[src/rtl/connect_suite_pt_pkg.sv]
// Shared types and constants for the pass-through round-robin arbiter.
package connect_suite_pt_pkg;

    localparam int unsigned NUM_REQ = 4;
    localparam int unsigned WIDTH   = 8;
    localparam int unsigned IDX_W   = 2;

    typedef logic [IDX_W-1:0] req_idx_t;
    typedef logic [WIDTH-1:0] data_t;

    // Contents of the single output register
    typedef struct packed {
        req_idx_t chosen;
        data_t    bits;
    } out_beat_t;

    function automatic logic [NUM_REQ-1:0] idx_onehot(input req_idx_t idx);
        return NUM_REQ'(1) << idx;
    endfunction

endpackage

[src/rtl/connect_suite_pt_arbiter_if.sv]
// Requester and downstream channels of the arbiter; io_lock exists only with PT_ARB_LOCK_EN.
interface connect_suite_pt_arbiter_if;
    import connect_suite_pt_pkg::*;

    logic     io_in_0_valid, io_in_1_valid, io_in_2_valid, io_in_3_valid;
    data_t    io_in_0_bits,  io_in_1_bits,  io_in_2_bits,  io_in_3_bits;
    logic     io_in_0_ready, io_in_1_ready, io_in_2_ready, io_in_3_ready;
    logic     io_out_valid;
    data_t    io_out_bits;
    req_idx_t io_out_chosen;
    logic     io_out_ready;
`ifdef PT_ARB_LOCK_EN
    logic     io_lock;

    modport slave (
        input  io_in_0_valid, io_in_1_valid, io_in_2_valid, io_in_3_valid,
        input  io_in_0_bits,  io_in_1_bits,  io_in_2_bits,  io_in_3_bits,
        output io_in_0_ready, io_in_1_ready, io_in_2_ready, io_in_3_ready,
        output io_out_valid, io_out_bits, io_out_chosen,
        input  io_out_ready, io_lock
    );

    modport master (
        output io_in_0_valid, io_in_1_valid, io_in_2_valid, io_in_3_valid,
        output io_in_0_bits,  io_in_1_bits,  io_in_2_bits,  io_in_3_bits,
        input  io_in_0_ready, io_in_1_ready, io_in_2_ready, io_in_3_ready,
        input  io_out_valid, io_out_bits, io_out_chosen,
        output io_out_ready, io_lock
    );
`else
    modport slave (
        input  io_in_0_valid, io_in_1_valid, io_in_2_valid, io_in_3_valid,
        input  io_in_0_bits,  io_in_1_bits,  io_in_2_bits,  io_in_3_bits,
        output io_in_0_ready, io_in_1_ready, io_in_2_ready, io_in_3_ready,
        output io_out_valid, io_out_bits, io_out_chosen,
        input  io_out_ready
    );

    modport master (
        output io_in_0_valid, io_in_1_valid, io_in_2_valid, io_in_3_valid,
        output io_in_0_bits,  io_in_1_bits,  io_in_2_bits,  io_in_3_bits,
        input  io_in_0_ready, io_in_1_ready, io_in_2_ready, io_in_3_ready,
        input  io_out_valid, io_out_bits, io_out_chosen,
        output io_out_ready
    );
`endif

endinterface

[src/rtl/connect_suite_rr_pick.sv]
// Combinational round-robin picker: first valid requester after 'last', wrapping to 'last' itself.
module connect_suite_rr_pick
    import connect_suite_pt_pkg::*;
(
    input  logic [NUM_REQ-1:0] valid,
    input  req_idx_t           last,
    output logic               grant_valid,
    output req_idx_t           grant
);

    // Scan from the farthest offset down so the nearest valid requester wins.
    always_comb begin
        req_idx_t idx;
        grant_valid = 1'b0;
        grant       = '0;
        idx         = '0;
        for (int k = int'(NUM_REQ); k > 0; k--) begin
            idx = last + IDX_W'(k);
            if (valid[idx]) begin
                grant_valid = 1'b1;
                grant       = idx;
            end
        end
    end

endmodule

[src/rtl/connect_suite_pt_arbiter.sv]
// Round-robin scheduler of four requesters onto one registered pass-through stage.
// Optional burst lock (io_lock) is built when PT_ARB_LOCK_EN is defined.
module connect_suite_pt_arbiter
    import connect_suite_pt_pkg::*;
(
    input  logic                        clk,
    input  logic                        reset_n,
    connect_suite_pt_arbiter_if.slave   bus
);

    logic                out_valid;
    out_beat_t           out_q;
    req_idx_t            last;

    logic                accept_c;
    logic [NUM_REQ-1:0]  valid_vec;
    logic [NUM_REQ-1:0]  cand_vec;
    logic [NUM_REQ-1:0]  ready_vec;
    logic                grant_valid;
    req_idx_t            grant;
    data_t               sel_bits;

    assign valid_vec = {bus.io_in_3_valid, bus.io_in_2_valid, bus.io_in_1_valid, bus.io_in_0_valid};
    assign accept_c  = !out_valid || bus.io_out_ready;

`ifdef PT_ARB_LOCK_EN
    // A locked burst only lets the current owner through, even when it is idle.
    assign cand_vec = (bus.io_lock && out_valid) ? (valid_vec & idx_onehot(out_q.chosen)) : valid_vec;
`else
    assign cand_vec = valid_vec;
`endif

    connect_suite_rr_pick u_pick (
        .valid       (cand_vec),
        .last        (last),
        .grant_valid (grant_valid),
        .grant       (grant)
    );

    always_comb begin
        sel_bits = bus.io_in_0_bits;
        case (grant)
            2'd1:    sel_bits = bus.io_in_1_bits;
            2'd2:    sel_bits = bus.io_in_2_bits;
            2'd3:    sel_bits = bus.io_in_3_bits;
            default: sel_bits = bus.io_in_0_bits;
        endcase
    end

    assign ready_vec = (accept_c && grant_valid) ? idx_onehot(grant) : '0;

    assign bus.io_in_0_ready = ready_vec[0];
    assign bus.io_in_1_ready = ready_vec[1];
    assign bus.io_in_2_ready = ready_vec[2];
    assign bus.io_in_3_ready = ready_vec[3];

    // Output register drains and refills in the same cycle when downstream is ready.
    always_ff @(posedge clk or negedge reset_n) begin
        if (!reset_n) begin
            out_valid <= 1'b0;
            out_q     <= '0;
            last      <= IDX_W'(NUM_REQ - 1);
        end else if (accept_c) begin
            if (grant_valid) begin
                out_valid    <= 1'b1;
                out_q.bits   <= sel_bits;
                out_q.chosen <= grant;
                last         <= grant;
            end else begin
                out_valid <= 1'b0;
            end
        end
    end

    assign bus.io_out_valid  = out_valid;
    assign bus.io_out_bits   = out_q.bits;
    assign bus.io_out_chosen = out_q.chosen;

endmodule

[src/flat_wrapper.sv]
// flat-port wrapper written by rule: the top's interface ports become plain ports
module connect_suite_pt_arbiter_flat import connect_suite_pt_pkg::*;
  (clk, reset_n, bus_io_in_0_valid, bus_io_in_1_valid, bus_io_in_2_valid, bus_io_in_3_valid, bus_io_in_0_bits, bus_io_in_1_bits, bus_io_in_2_bits, bus_io_in_3_bits, bus_io_in_0_ready, bus_io_in_1_ready, bus_io_in_2_ready, bus_io_in_3_ready, bus_io_out_valid, bus_io_out_bits, bus_io_out_chosen, bus_io_out_ready);
  connect_suite_pt_arbiter_if bus_i ();
  input  logic clk;
  input  logic reset_n;
  input wire logic [$bits(bus_i.io_in_0_valid)-1:0] bus_io_in_0_valid;
  input wire logic [$bits(bus_i.io_in_1_valid)-1:0] bus_io_in_1_valid;
  input wire logic [$bits(bus_i.io_in_2_valid)-1:0] bus_io_in_2_valid;
  input wire logic [$bits(bus_i.io_in_3_valid)-1:0] bus_io_in_3_valid;
  input wire logic [$bits(bus_i.io_in_0_bits)-1:0] bus_io_in_0_bits;
  input wire logic [$bits(bus_i.io_in_1_bits)-1:0] bus_io_in_1_bits;
  input wire logic [$bits(bus_i.io_in_2_bits)-1:0] bus_io_in_2_bits;
  input wire logic [$bits(bus_i.io_in_3_bits)-1:0] bus_io_in_3_bits;
  output wire logic [$bits(bus_i.io_in_0_ready)-1:0] bus_io_in_0_ready;
  output wire logic [$bits(bus_i.io_in_1_ready)-1:0] bus_io_in_1_ready;
  output wire logic [$bits(bus_i.io_in_2_ready)-1:0] bus_io_in_2_ready;
  output wire logic [$bits(bus_i.io_in_3_ready)-1:0] bus_io_in_3_ready;
  output wire logic [$bits(bus_i.io_out_valid)-1:0] bus_io_out_valid;
  output wire logic [$bits(bus_i.io_out_bits)-1:0] bus_io_out_bits;
  output wire logic [$bits(bus_i.io_out_chosen)-1:0] bus_io_out_chosen;
  input wire logic [$bits(bus_i.io_out_ready)-1:0] bus_io_out_ready;
  assign bus_i.io_in_0_valid = bus_io_in_0_valid;
  assign bus_i.io_in_1_valid = bus_io_in_1_valid;
  assign bus_i.io_in_2_valid = bus_io_in_2_valid;
  assign bus_i.io_in_3_valid = bus_io_in_3_valid;
  assign bus_i.io_in_0_bits = bus_io_in_0_bits;
  assign bus_i.io_in_1_bits = bus_io_in_1_bits;
  assign bus_i.io_in_2_bits = bus_io_in_2_bits;
  assign bus_i.io_in_3_bits = bus_io_in_3_bits;
  assign bus_io_in_0_ready = bus_i.io_in_0_ready;
  assign bus_io_in_1_ready = bus_i.io_in_1_ready;
  assign bus_io_in_2_ready = bus_i.io_in_2_ready;
  assign bus_io_in_3_ready = bus_i.io_in_3_ready;
  assign bus_io_out_valid = bus_i.io_out_valid;
  assign bus_io_out_bits = bus_i.io_out_bits;
  assign bus_io_out_chosen = bus_i.io_out_chosen;
  assign bus_i.io_out_ready = bus_io_out_ready;
  connect_suite_pt_arbiter u_core (.clk(clk), .reset_n(reset_n), .bus(bus_i));
endmodule
[config.mk]
export PLATFORM = sky130hd
export DESIGN_NAME = connect_suite_pt_arbiter_flat
export DESIGN_NICKNAME = d
export VERILOG_FILES = /design/src/rtl/connect_suite_pt_pkg.sv /design/src/rtl/connect_suite_pt_arbiter_if.sv /design/src/rtl/connect_suite_rr_pick.sv /design/src/rtl/connect_suite_pt_arbiter.sv /design/src/flat_wrapper.sv
export SDC_FILE = /design/constraint.sdc
export NUM_CORES = 1
export LEC_CHECK = 0
export CORE_MARGIN = 5
export CORE_UTILIZATION = 34
export CTS_BUF_LIST = sky130_fd_sc_hd__clkbuf_8
export CTS_CLUSTER_DIAMETER = 200
export DETAILED_ROUTE_END_ITERATION = 10
export GPL_TIMING_DRIVEN = 0
export PLACE_DENSITY = 0.8
export SLEW_MARGIN = 20
export SYNTH_ARGS = -nofsm -noshare
export SYNTH_HDL_FRONTEND = slang
export SYNTH_SLANG_ARGS = --single-unit
[constraint.sdc]
create_clock -name clk -period 1.5 [get_ports clk]
set_input_delay 0.3 -clock clk [delete_from_list [all_inputs] [get_ports clk]]
set_output_delay 0.3 -clock clk [all_outputs]
set_load 0.03 [all_outputs]
==> results of run 1 <==
report_power, final:
| part | total, mW | switching, mW | leakage [nW] | internal (mW) |
|---|---|---|---|---|
| registers | 0.491 | 0.0506 | 0.141 | 0.441 |
| logic | 0.925 | 0.487 | 0.535 | 0.438 |
| clock network | 0.294 | 0.114 | 0.0269 | 0.180 |
| total | 1.71 | 0.651 | 0.703 | 1.06 |
layout make-up:
class	instances	area, um2	share of cell area, %
plain buffers	3	38.8	2.42
clock buffers	3	41.3	2.58
clock inverters	1	3.75	0.234
inverters	5	18.8	1.17
multi-input cells	62	554	34.6
flip-flops and latches	13	328	20.5
well taps	30	37.5	2.34
repair buffers	62	581	36.2
flip-flops by register name (all words and copies together) (netlist names):
name	cells
u_core.bus.io_out_bits	8
u_core.bus.io_out_chosen	2
u_core.last	2
u_core.bus.io_out_valid	1
cells in the final DEF, fill, tap and decap left out, drive strengths merged, types with 2 or more instances in the layout:
cell and instances:
buf 15, a221oi 8, nor2 17, a21oi 3, clkdlybuf4s50 34, dfstp 2
mux2i 17, nand2b 3, dfrtp 11, dlygate4sd2 15, and2 3, clkbuf 4
nand2 2, inv 6, o21ai 4
logic make-up (layout without fill, tap and decap cells):
family          count (synthesis)  in the layout
simple gates                   25             26
compound gates                 19             19
mux                            17             17
flops                          13             13
buf+inv                        10             74
worst paths after layout:
kind	startpoint	end	cells after the start	slack, ns
max	u_core.last[1]$_DFFE_PN1P_	bus_io_in_0_ready	7	-0.50
max in group asynchronous	reset_n	u_core.last[1]$_DFFE_PN1P_	1	0.70
min reg2reg	u_core.bus.io_out_chosen[0]$_DFFE_PN0P_	u_core.bus.io_out_chosen[0]$_DFFE_PN0P_	2	0.50
min in group clk	u_core.bus.io_out_chosen[0]$_DFFE_PN0P_	u_core.bus.io_out_chosen[0]$_DFFE_PN0P_	2	0.50
max reg2reg	u_core.last[1]$_DFFE_PN1P_	u_core.bus.io_out_bits[6]$_DFFE_PN0P_	7	-0.33
min	reset_n	u_core.bus.io_out_chosen[0]$_DFFE_PN0P_	1	0.43
through the flow:
| stage | hold slack (ns) | setup slack [ns] | total power [mW] |
|---|---|---|---|
| 6_report | 0.432 | -0.498 | 1.71 |
| 5_1_grt | 0.490 | -0.585 | 1.81 |
| 4_1_cts | 0.443 | -0.541 | 1.71 |
| 3_5_place_dp | 0.500 | -1.34 | 1.40 |
| 3_3_place_gp | 0.491 | -1.32 | 1.38 |
| 2_1_floorplan | 0.00441 | -0.303 | 1.05 |
layer usage:
metal / GRT usage [%] / routed length (um) / vias to the layer above
met4: 4.02 / 0 / 0
met5: 0 / 0 / -
met3: 3.40 / 227 / 0
met1: 19.8 / 1220 / 417
met2: 25.2 / 1300 / 34
li1: - / - / 430
worst reg2reg max path: cells and delay by family, from the launching register on:
family / cells / cell delay [ns]
compound gates: 3 / 0.54
simple gates: 1 / 0.17
buf+inv: 2 / 0.29
flops: 1 / 0.57
mux: 1 / 0.18
what timing repair did:
item | 4_1_cts | 5_1_grt
setup buffers | 6 | 3
endpoints found under the setup margin | 27 | 16
pin swaps | 5 | 3
cloned | 1 | 0
gates resized for setup | 46 | 4
==> flow_summary_export.csv, run 1 <==
group,metric,value,unit
power,powerDensity,1070,nW/um2
synth,synth-xor-area-share,0,%
placement,place_area,1490,um2
clock_tree,cts_hold_buffers,0,
synth,netlist_top_cells_area,"dfrtp_1 31%, mux2i_1 19%, a221oi_2 14%",
critical_path,path_common_cell,"a21oi_2",
critical_path,start_kind,"flip-flop",
clock_tree,root_buffer,"clkbuf_8",
detailed_routing,totalWireLength,2740,um
synth,synthCells,84,
clock_tree,cts_made_buffers,3,
clock_tree,cts_tree,"built",
critical_path,crit_path_max_incr_delay,0.57,ns
placement,gp_congestion,0.716,
detailed_routing,drt_iter0_markers,10,
power,vdd_drop_max,0.679,mV
grt,antenna_found_initial,0,
worst_hold_path,min_path_type,"in -> async",
floorplan,fp.dieW,60.8,um
sta,setup_viol,14,
final_layout,diodes,0,
final_layout,final_core_util,64.7,%
final_layout,final_cells,179,
sta,period_minus_slack,2.00,ns
clock_tree,path_clk_slew,0.05,ns
grt,grt_pass1_vias,935,
floorplan,design.core.area,2480,um2
synth,synth-simple-area-share,12.7,%
synth,synthArstFlopShare,100,%
grt,grt_util_all_layers,15.2,%
floorplan,die_height,60.8,um
synth,synthMuxAreaShare,19.4,%
synth,yosys.area.top_type_share,31.3,%
floorplan,ios,54,
detailed_routing,vias,881,
synth,yosys-top-cells-count,"17 x mux2i_1, 17 x nor2_1, 11 x dfrtp_1, 8 x a221oi_2, 5 x inv_1",
floorplan,die_area,3700,um2
floorplan,rows,18,
critical_path,crit_buf_inv,2,
synth,synth_seq_cells,13,
synth,syn-mean-instance-area,10.5,um2
synth,seq_area_frac_synth,37.3,%
synth,synthAdderAreaFrac,0,%
sta,totalNegativeSetupSlack,-4.94,ns
final_layout,final_layout_size_suffix_gt1_share,30.2,%
sta,drv_slew,0,
grt,overflow,0,
run_status,status,"complete, but fails checks",
final_layout,nNetsFinal,189,
sta,skew,0.000861,ns
synth,yosysTopAreaCell,"dfrtp_1",
synth,synth_compound_area_share,22.1,%
detailed_routing,drc,0,
placement,dp.cells,167,
clock_tree,cts_buffer_depth,2,
grt,grt_pass1_wl,4260,um
sta,max_freq,0.500,GHz
final_layout,layout-area-overhead-vs-synth,82.5,%
synth,synth_edf_count,0,
synth,synth_area,878,um2
detailed_routing,via_per_inst,4.92,
run_status,failed_checks,"negative setup slack",
critical_path,critPathRequiredTime,1.20,ns
critical_path,crit_family,"flip-flops",
critical_path,worst_ep_arrival_time,1.70,ns
synth,synthFlopType,"dfrtp_1",
clock_tree,htreeDepth,1,
critical_path,cp_slowest_cell,"dfstp_2",
final_layout,fillerInstances,220,
sta,slew-limit-headroom,61.8,%
synth,ys_types,21,
synth,synth_top_family_by_area,"compound AO/OA/AOI/OAI gates",
sta,hold_viol_final,0,
clock_tree,worstSkewPairLatency,0.23,ns
detailed_routing,antenna_left,0,
floorplan,start_util,35.5,%
placement,port_buffers,53,
sta,finalCritPeriodShare,133,%
sta,tightest_slew,0.571,ns
critical_path,critical_path_class,"reg -> out",
sta,fin_ws,-0.498,ns
power,leakagePower,0.703,nW
critical_path,crit_fanout,4,
detailed_routing,drt-pass1-iter-count,3,
critical_path,setup.worst_path.end_class,"primary output",
sta,grt_setup_unrepaired,"yes",
placement,hpwlAfterDp,2110,um
critical_path,crit_chain,"a21oi_2 > a31oi_2 > a21oi_2 > buf_12 > nand2b_4 > nor2_4 > buf_6",
grt,grt_max_degree,14,
run,cap_violations,0,
final_layout,final_area,1600,um2
clock_tree,cts_sinks,13,
synth,synthesis.nets,123,
synth,yosysWarnings,0,
detailed_routing,wl_per_cell,15.3,um
No activity file was read; power rests on OpenSTA's default activity.
==> run 2: changes to the inputs <==
==> constraint.sdc (replaced) <==
create_clock -name clk -period 1.5 [get_ports clk]
set_input_delay 0.3 -clock clk [delete_from_list [all_inputs] [get_ports clk]]
set_output_delay 0.3 -clock clk [all_outputs]
set_load 0.005 [all_outputs]
==> run 2 against run 1 <==
The run still ends with negative setup slack left. Clock skew about the same. Register-to-register slack better by 0.08 ns. Sequential power about the same. Combinational power down 17%. Count of clock-buffer cells in the layout unchanged. Total power down 9.1%. Largest power group unchanged. Largest cell class unchanged. Highest routed layer is now met4. Via count up 1.9%. Clock power about the same. Sequential share of layout area up 0.63 points.
==> flow_summary_export.csv, run 2 (synthesized netlist as in run 1, its figures left out) <==
group,metric,value,unit
detailed_routing,antenna_left,0,
critical_path,critical_path_class,"reg -> out",
grt,grt_pass1_wl,4650,um
detailed_routing,drc,0,
sta,tightest_slew,0.578,ns
power,vdd_drop_max,0.727,mV
placement,gp_congestion,0.816,
clock_tree,path_clk_slew,0.05,ns
worst_hold_path,hold_depth,3,
sta,grt_setup_unrepaired,"yes",
floorplan,ios,54,
run_status,failed_checks,"negative setup slack",
grt,grt_util_all_layers,16.9,%
final_layout,largest_reg_flops,8,
critical_path,path_common_cell,"a21oi_2",
critical_path,reg2reg_depth,7,
grt,antenna_found_initial,0,
critical_path,crit_fanout,4,
sta,slew-limit-headroom,61.3,%
power,powerDensity,999,nW/um2
floorplan,die_height,60.8,um
detailed_routing,drt-pass1-iter-count,4,
clock_tree,cts_hold_buffers,0,
critical_path,start_kind,"flip-flop",
critical_path,setup.worst_path.end_class,"primary output",
clock_tree,htreeDepth,1,
placement,port_buffers,53,
critical_path,worst_ep_arrival_time,1.65,ns
sta,finalCritPeriodShare,130,%
grt,grt_pass1_vias,1028,
final_layout,diodes,0,
final_layout,final_cells,176,
sta,fin_ws,-0.455,ns
power,power,1.55,mW
clock_tree,root_buffer,"clkbuf_8",
final_layout,nNetsFinal,186,
sta,max_freq,0.512,GHz
sta,setup_viol,14,
detailed_routing,totalWireLength,2850,um
placement,place_area,1460,um2
final_layout,layout_common_cells,"45 x clkdlybuf4s50_1, 17 x mux2i_1, 13 x nor2_1",
critical_path,critPathRequiredTime,1.20,ns
critical_path,crit_path_max_incr_delay,0.56,ns
floorplan,fp.dieW,60.8,um
clock_tree,cts_buffer_depth,2,
critical_path,regToRegStartpoint,"u_core.last[1]$_DFFE_PN1P_",
detailed_routing,vias,898,
run,cap_violations,0,
critical_path,cp_slowest_cell,"dfstp_2",
detailed_routing,via_per_inst,5.10,
floorplan,die_area,3700,um2
critical_path,crit_chain,"a21oi_2 > a31oi_1 > a21oi_2 > buf_12 > nand2b_4 > nor2_2 > buf_2",
sta,period_minus_slack,1.95,ns
floorplan,design.core.area,2480,um2
grt,overflow,0,
final_layout,multi_input_area,526,um2
clock_tree,cts_sinks,13,
floorplan,start_util,35.5,%
run_status,status,"complete, but fails checks",
final_layout,final_layout_size_suffix_gt1_share,28.1,%
placement,dp.cells,167,
critical_path,crit_buf_inv,2,
final_layout,fillerInstances,235,
sta,skew,0.000715,ns
sta,hold_viol_final,0,
critical_path,reg2reg_to,"u_core.bus.io_out_bits[2]$_DFFE_PN0P_",
grt,grt_max_degree,14,
worst_hold_path,min_delay_worst_endpoint,"u_core.bus.io_out_valid$_DFFE_PN0N_",
final_layout,final_area,1560,um2
clock_tree,cts_made_buffers,3,
power,leakagePower,0.694,nW
critical_path,crit_family,"flip-flops",
critical_path,rrSetupSlack,-0.25,ns
clock_tree,worstSkewPairLatency,0.24,ns
placement,hpwlAfterDp,2130,um
worst_hold_path,min_path_type,"in -> reg",
final_layout,final_common_cell,"clkdlybuf4s50_1",
clock_tree,cts_tree,"built",
detailed_routing,wl_per_cell,16.2,um
floorplan,rows,18,
sta,drv_slew,0,
worst_hold_path,worstHoldStart,"bus_io_in_2_valid",
final_layout,layout-area-overhead-vs-synth,77.1,%
final_layout,seqCellArea,328,um2
detailed_routing,drt_iter0_markers,15,
-- run 2: cell count changes in the layout (fill, tap and decap cells not counted), moves of 4 or more --
cell | previous run | this run
nor2_4 | 4 | 0
buf_4 | 10 | 5
buf_2 | 0 | 4
dlygate4sd2_1 | 15 | 3
nor2_2 | 0 | 4
clkdlybuf4s50_1 | 34 | 45
-- run 2: worst max path at each step --
stage                          startpoint                end  slack (ns)  cells past startpoint
6_report       u_core.last[1]$_DFFE_PN1P_  bus_io_in_1_ready       -0.45                      7
5_1_grt        u_core.last[1]$_DFFE_PN1P_  bus_io_in_1_ready       -0.54                      7
4_1_cts        u_core.last[1]$_DFFE_PN1P_  bus_io_in_1_ready       -0.47                      8
3_5_place_dp            bus_io_in_0_valid  bus_io_in_2_ready       -1.12                      7
3_3_place_gp            bus_io_in_0_valid  bus_io_in_2_ready       -1.10                      7
2_1_floorplan  u_core.last[1]$_DFFE_PN1P_  bus_io_in_0_ready       -0.18                      7
-- run 2: stage by stage --
stage / hold slack [ns] / setup WS, ns / TNS [ns] / util, %
3_3_place_gp: 0.493 / -1.10 / -10.58 / 59.1
2_1_floorplan: 0.00441 / -0.183 / -0.894 / -
3_5_place_dp: 0.526 / -1.12 / -11.21 / 59.1
5_1_grt: 0.454 / -0.537 / -5.34 / 62.8
6_report: 0.423 / -0.455 / -3.95 / 62.8
4_1_cts: 0.459 / -0.474 / -4.13 / 62.5
-- run 2: worst reg2reg max path, cell delays in order, from the launching register on --
cell and delay [ns]:
dfstp_2 0.56, buf_6 0.11, mux2i_1 0.19, o22a_1 0.18
o21ai_2 0.08, buf_4 0.14, and2_4 0.18, a221oi_2 0.22
-- run 2: layout make-up --
class | instances | share of cell area, %
repair buffers | 60 | 36.6
multi-input cells | 62 | 33.8
flip-flops and latches | 13 | 21.1
clock buffers | 3 | 2.65
well taps | 30 | 2.41
plain buffers | 2 | 2.01
inverters | 5 | 1.21
clock inverters | 1 | 0.241
-- run 2: where the power goes --
part	switching (mW)	internal [mW]
registers	0.0523	0.441
logic	0.306	0.458
clock network	0.116	0.180
-- run 2: routing by layer --
metal / track usage (%) / up-vias / part of all wire (%)
li1: - / 427 / -
met4: 7.43 / 0 / 2.1
met5: 0 / - / 0
met1: 19.4 / 420 / 37
met2: 29.8 / 45 / 51
met3: 3.83 / 6 / 9.8
-- run 2: repair_timing --
action | 4_1_cts | 5_1_grt
gates cloned | 1 | 0
hold endpoints to repair | 0 | 0
gates resized for setup | 26 | 7
setup buffers | 7 | 2
pin swaps | 13 | 11
setup endpoints to repair | 16 | 14
==> run 3: changes to the inputs <==
CORE_MARGIN = default   (was 5)
==> run 3 against run 2 <==
The run still ends with negative setup slack left. Fmax is 0.39% lower. Wire length decreased by 9.8%. Critical path depth stayed put. Sequential share of layout area barely moved. Largest cell class unchanged. Cell area hardly changed. Register-to-register slack better by 0.02 ns. Clock power hardly changed. Global-route usage rose by 2.6 points. Worst hold slack better by 0.011 ns. First-iteration DRC count unchanged. Via count rose by 0.78%.
==> flow_summary_export.csv, run 3 (synthesized netlist as in run 1, its figures left out) <==
group,metric,value,unit
run_status,status,"complete, but fails checks",
run_status,failed_checks,"negative setup slack",
detailed_routing,dr_wl_met2,1400,um
final_layout,layout_common_cells,"45 x clkdlybuf4s50_1, 17 x mux2i_1, 13 x nor2_1",
sta,max_freq,0.510,GHz
sta,skew,0.00242,ns
power,p_sw_share,30.9,%
placement,port_buffers,53,
floorplan,ios,54,
power,intPower,1.07,mW
power,pwr-share-seq,32.1,%
detailed_routing,via_per_inst,5.17,
sta,fin_ws,-0.462,ns
sta,tightest_slew,0.584,ns
clock_tree,cts_tree,"built",
floorplan,start_util,35.8,%
sta,setup_viol,14,
power,leakagePower,0.684,nW
power,p_switching,0.478,mW
final_layout,layout-area-overhead-vs-synth,76.9,%
critical_path,start_kind,"flip-flop",
sta,slew-limit-headroom,60.9,%
detailed_routing,antenna_left,0,
critical_path,setup.worst_path.end_class,"primary output",
final_layout,final_common_cell,"clkdlybuf4s50_1",
final_layout,diodes,0,
clock_tree,worstSkewPairLatency,0.24,ns
critical_path,crit_fanout,4,
detailed_routing,drc,0,
power,vdd_drop_max,0.636,mV
sta,period_minus_slack,1.96,ns
run,cap_violations,0,
clock_tree,root_buffer,"clkbuf_8",
detailed_routing,totalWireLength,2570,um
final_layout,nNetsFinal,185,
critical_path,critPathRequiredTime,1.20,ns
sta,drv_slew,0,
placement,hpwlAfterDp,1890,um
clock_tree,path_clk_slew,0.05,ns
sta,hold_viol_final,0,
grt,grt_util_all_layers,19.5,%
sta,totalNegativeSetupSlack,-3.53,ns
placement,gp_congestion,0.722,
clock_tree,cts_made_buffers,3,
detailed_routing,wl_met3,199,um
power,power_frac_comb,48.6,%
floorplan,rows,18,
sta,finalCritPeriodShare,131,%
grt,antenna_found_initial,0,
sta,grt_setup_unrepaired,"yes",
grt,grt_pass1_vias,841,
detailed_routing,drt_iter0_markers,15,
worst_hold_path,min_path_type,"in -> async",
sta,whs,0.433,ns
clock_tree,cts_buffer_depth,2,
floorplan,design.core.area,2450,um2
critical_path,critical_path_class,"reg -> out",
clock_tree,cts_sinks,13,
final_layout,final_layout_size_suffix_gt1_share,28.3,%
placement,place_ws,-1.23,ns
grt,grt_pass1_wl,3890,um
floorplan,fp.dieW,52.8,um
grt,overflow,0,
critical_path,worst_ep_arrival_time,1.66,ns
detailed_routing,drt-pass1-iter-count,4,
power,powerDensity,995,nW/um2
power,pwr-share-clk,19.3,%
placement,place_area,1460,um2
final_layout,fillerInstances,222,
grt,grt_max_degree,14,
detailed_routing,dr.max_layer_used,"met4",
detailed_routing,vias,905,
detailed_routing,wl_met1,949,um
floorplan,die_area,2790,um2
clock_tree,htreeDepth,1,
final_layout,final_area,1550,um2
floorplan,die_height,52.8,um
final_layout,largest_reg_flops,8,
detailed_routing,wl_per_cell,14.7,um
==> run 3: cell types whose count changed in the layout (fill, tap and decap cells not counted), sizes merged <==
cell | previous run | this run
dlymetal6s2s | 1 | 0
buf | 13 | 11
clkbuf | 3 | 4
dlygate4sd2 | 3 | 4
==> run 3: metrics by stage <==
step | util, % | instances | total power, mW
finish | 63.3 | 175 | 1.55
global route | 63.3 | 175 | 1.63
CTS | 63.2 | 176 | 1.55
detailed placement | 59.6 | 167 | 1.21
global placement | 59.6 | 167 | 1.19
floorplan | - | 84 | 0.866
==> run 3: repair_timing <==
item / in CTS / in global routing
resized for setup: 28 / 5
setup endpoints to repair: 16 / 14
buffers inserted: 5 / 0
hold buffers: 0 / 0
pin swaps: 5 / 11
hold endpoints to repair: 0 / 0
cloned: 1 / 0
==> run 3: worst paths after layout <==
path                                                          from                                 endpoint  slack, ns  cells after the start
max                                     u_core.last[1]$_DFFE_PN1P_                        bus_io_in_1_ready      -0.46                      7
min reg2reg                u_core.bus.io_out_chosen[0]$_DFFE_PN0P_  u_core.bus.io_out_chosen[0]$_DFFE_PN0P_       0.53                      2
max reg2reg                             u_core.last[1]$_DFFE_PN1P_    u_core.bus.io_out_bits[4]$_DFFE_PN0P_      -0.23                      7
min                                                        reset_n  u_core.bus.io_out_chosen[1]$_DFFE_PN0P_       0.43                      1
max in group asynchronous                                  reset_n    u_core.bus.io_out_bits[1]$_DFFE_PN0P_       0.68                      1
min in group clk                                 bus_io_in_2_valid      u_core.bus.io_out_valid$_DFFE_PN0N_       0.53                      3
==> run 3: layout make-up <==
cell class / instances / area (um2) / area share, %
clock inverter: 1 / 3.75 / 0.242
buffer: 3 / 48.8 / 3.14
sequential: 13 / 328 / 21.1
timing repair buffer: 58 / 547 / 35.2
multi-input combinational: 62 / 529 / 34.1
tap: 30 / 37.5 / 2.42
clock buffer: 3 / 41.3 / 2.66
inverter: 5 / 18.8 / 1.21
==> run 3: routing by layer <==
| metal | global-route usage (%) | up-vias |
|---|---|---|
| li1 | - | 422 |
| met3 | 5.22 | 5 |
| met4 | 5.70 | 0 |
| met2 | 36.9 | 36 |
| met1 | 20.7 | 442 |
| met5 | 0 | - |
==> run 3: critical path, cell delays in order (launching register included) <==
cell,delay (ns)
dfstp_2,0.57
a21oi_2,0.06
a31oi_1,0.18
a21oi_2,0.11
buf_12,0.14
nand2b_4,0.14
nor2_2,0.10
buf_2,0.12
==> run 3: power by group through the flow <==
stage | registers, mW | logic, mW | clock network [mW]
final | 0.497 | 0.752 | 0.298
after global routing | 0.505 | 0.807 | 0.323
after CTS | 0.496 | 0.758 | 0.299
after detailed placement | 0.500 | 0.713 | 0
after global placement | 0.498 | 0.695 | 0
after floorplan | 0.500 | 0.366 | 0
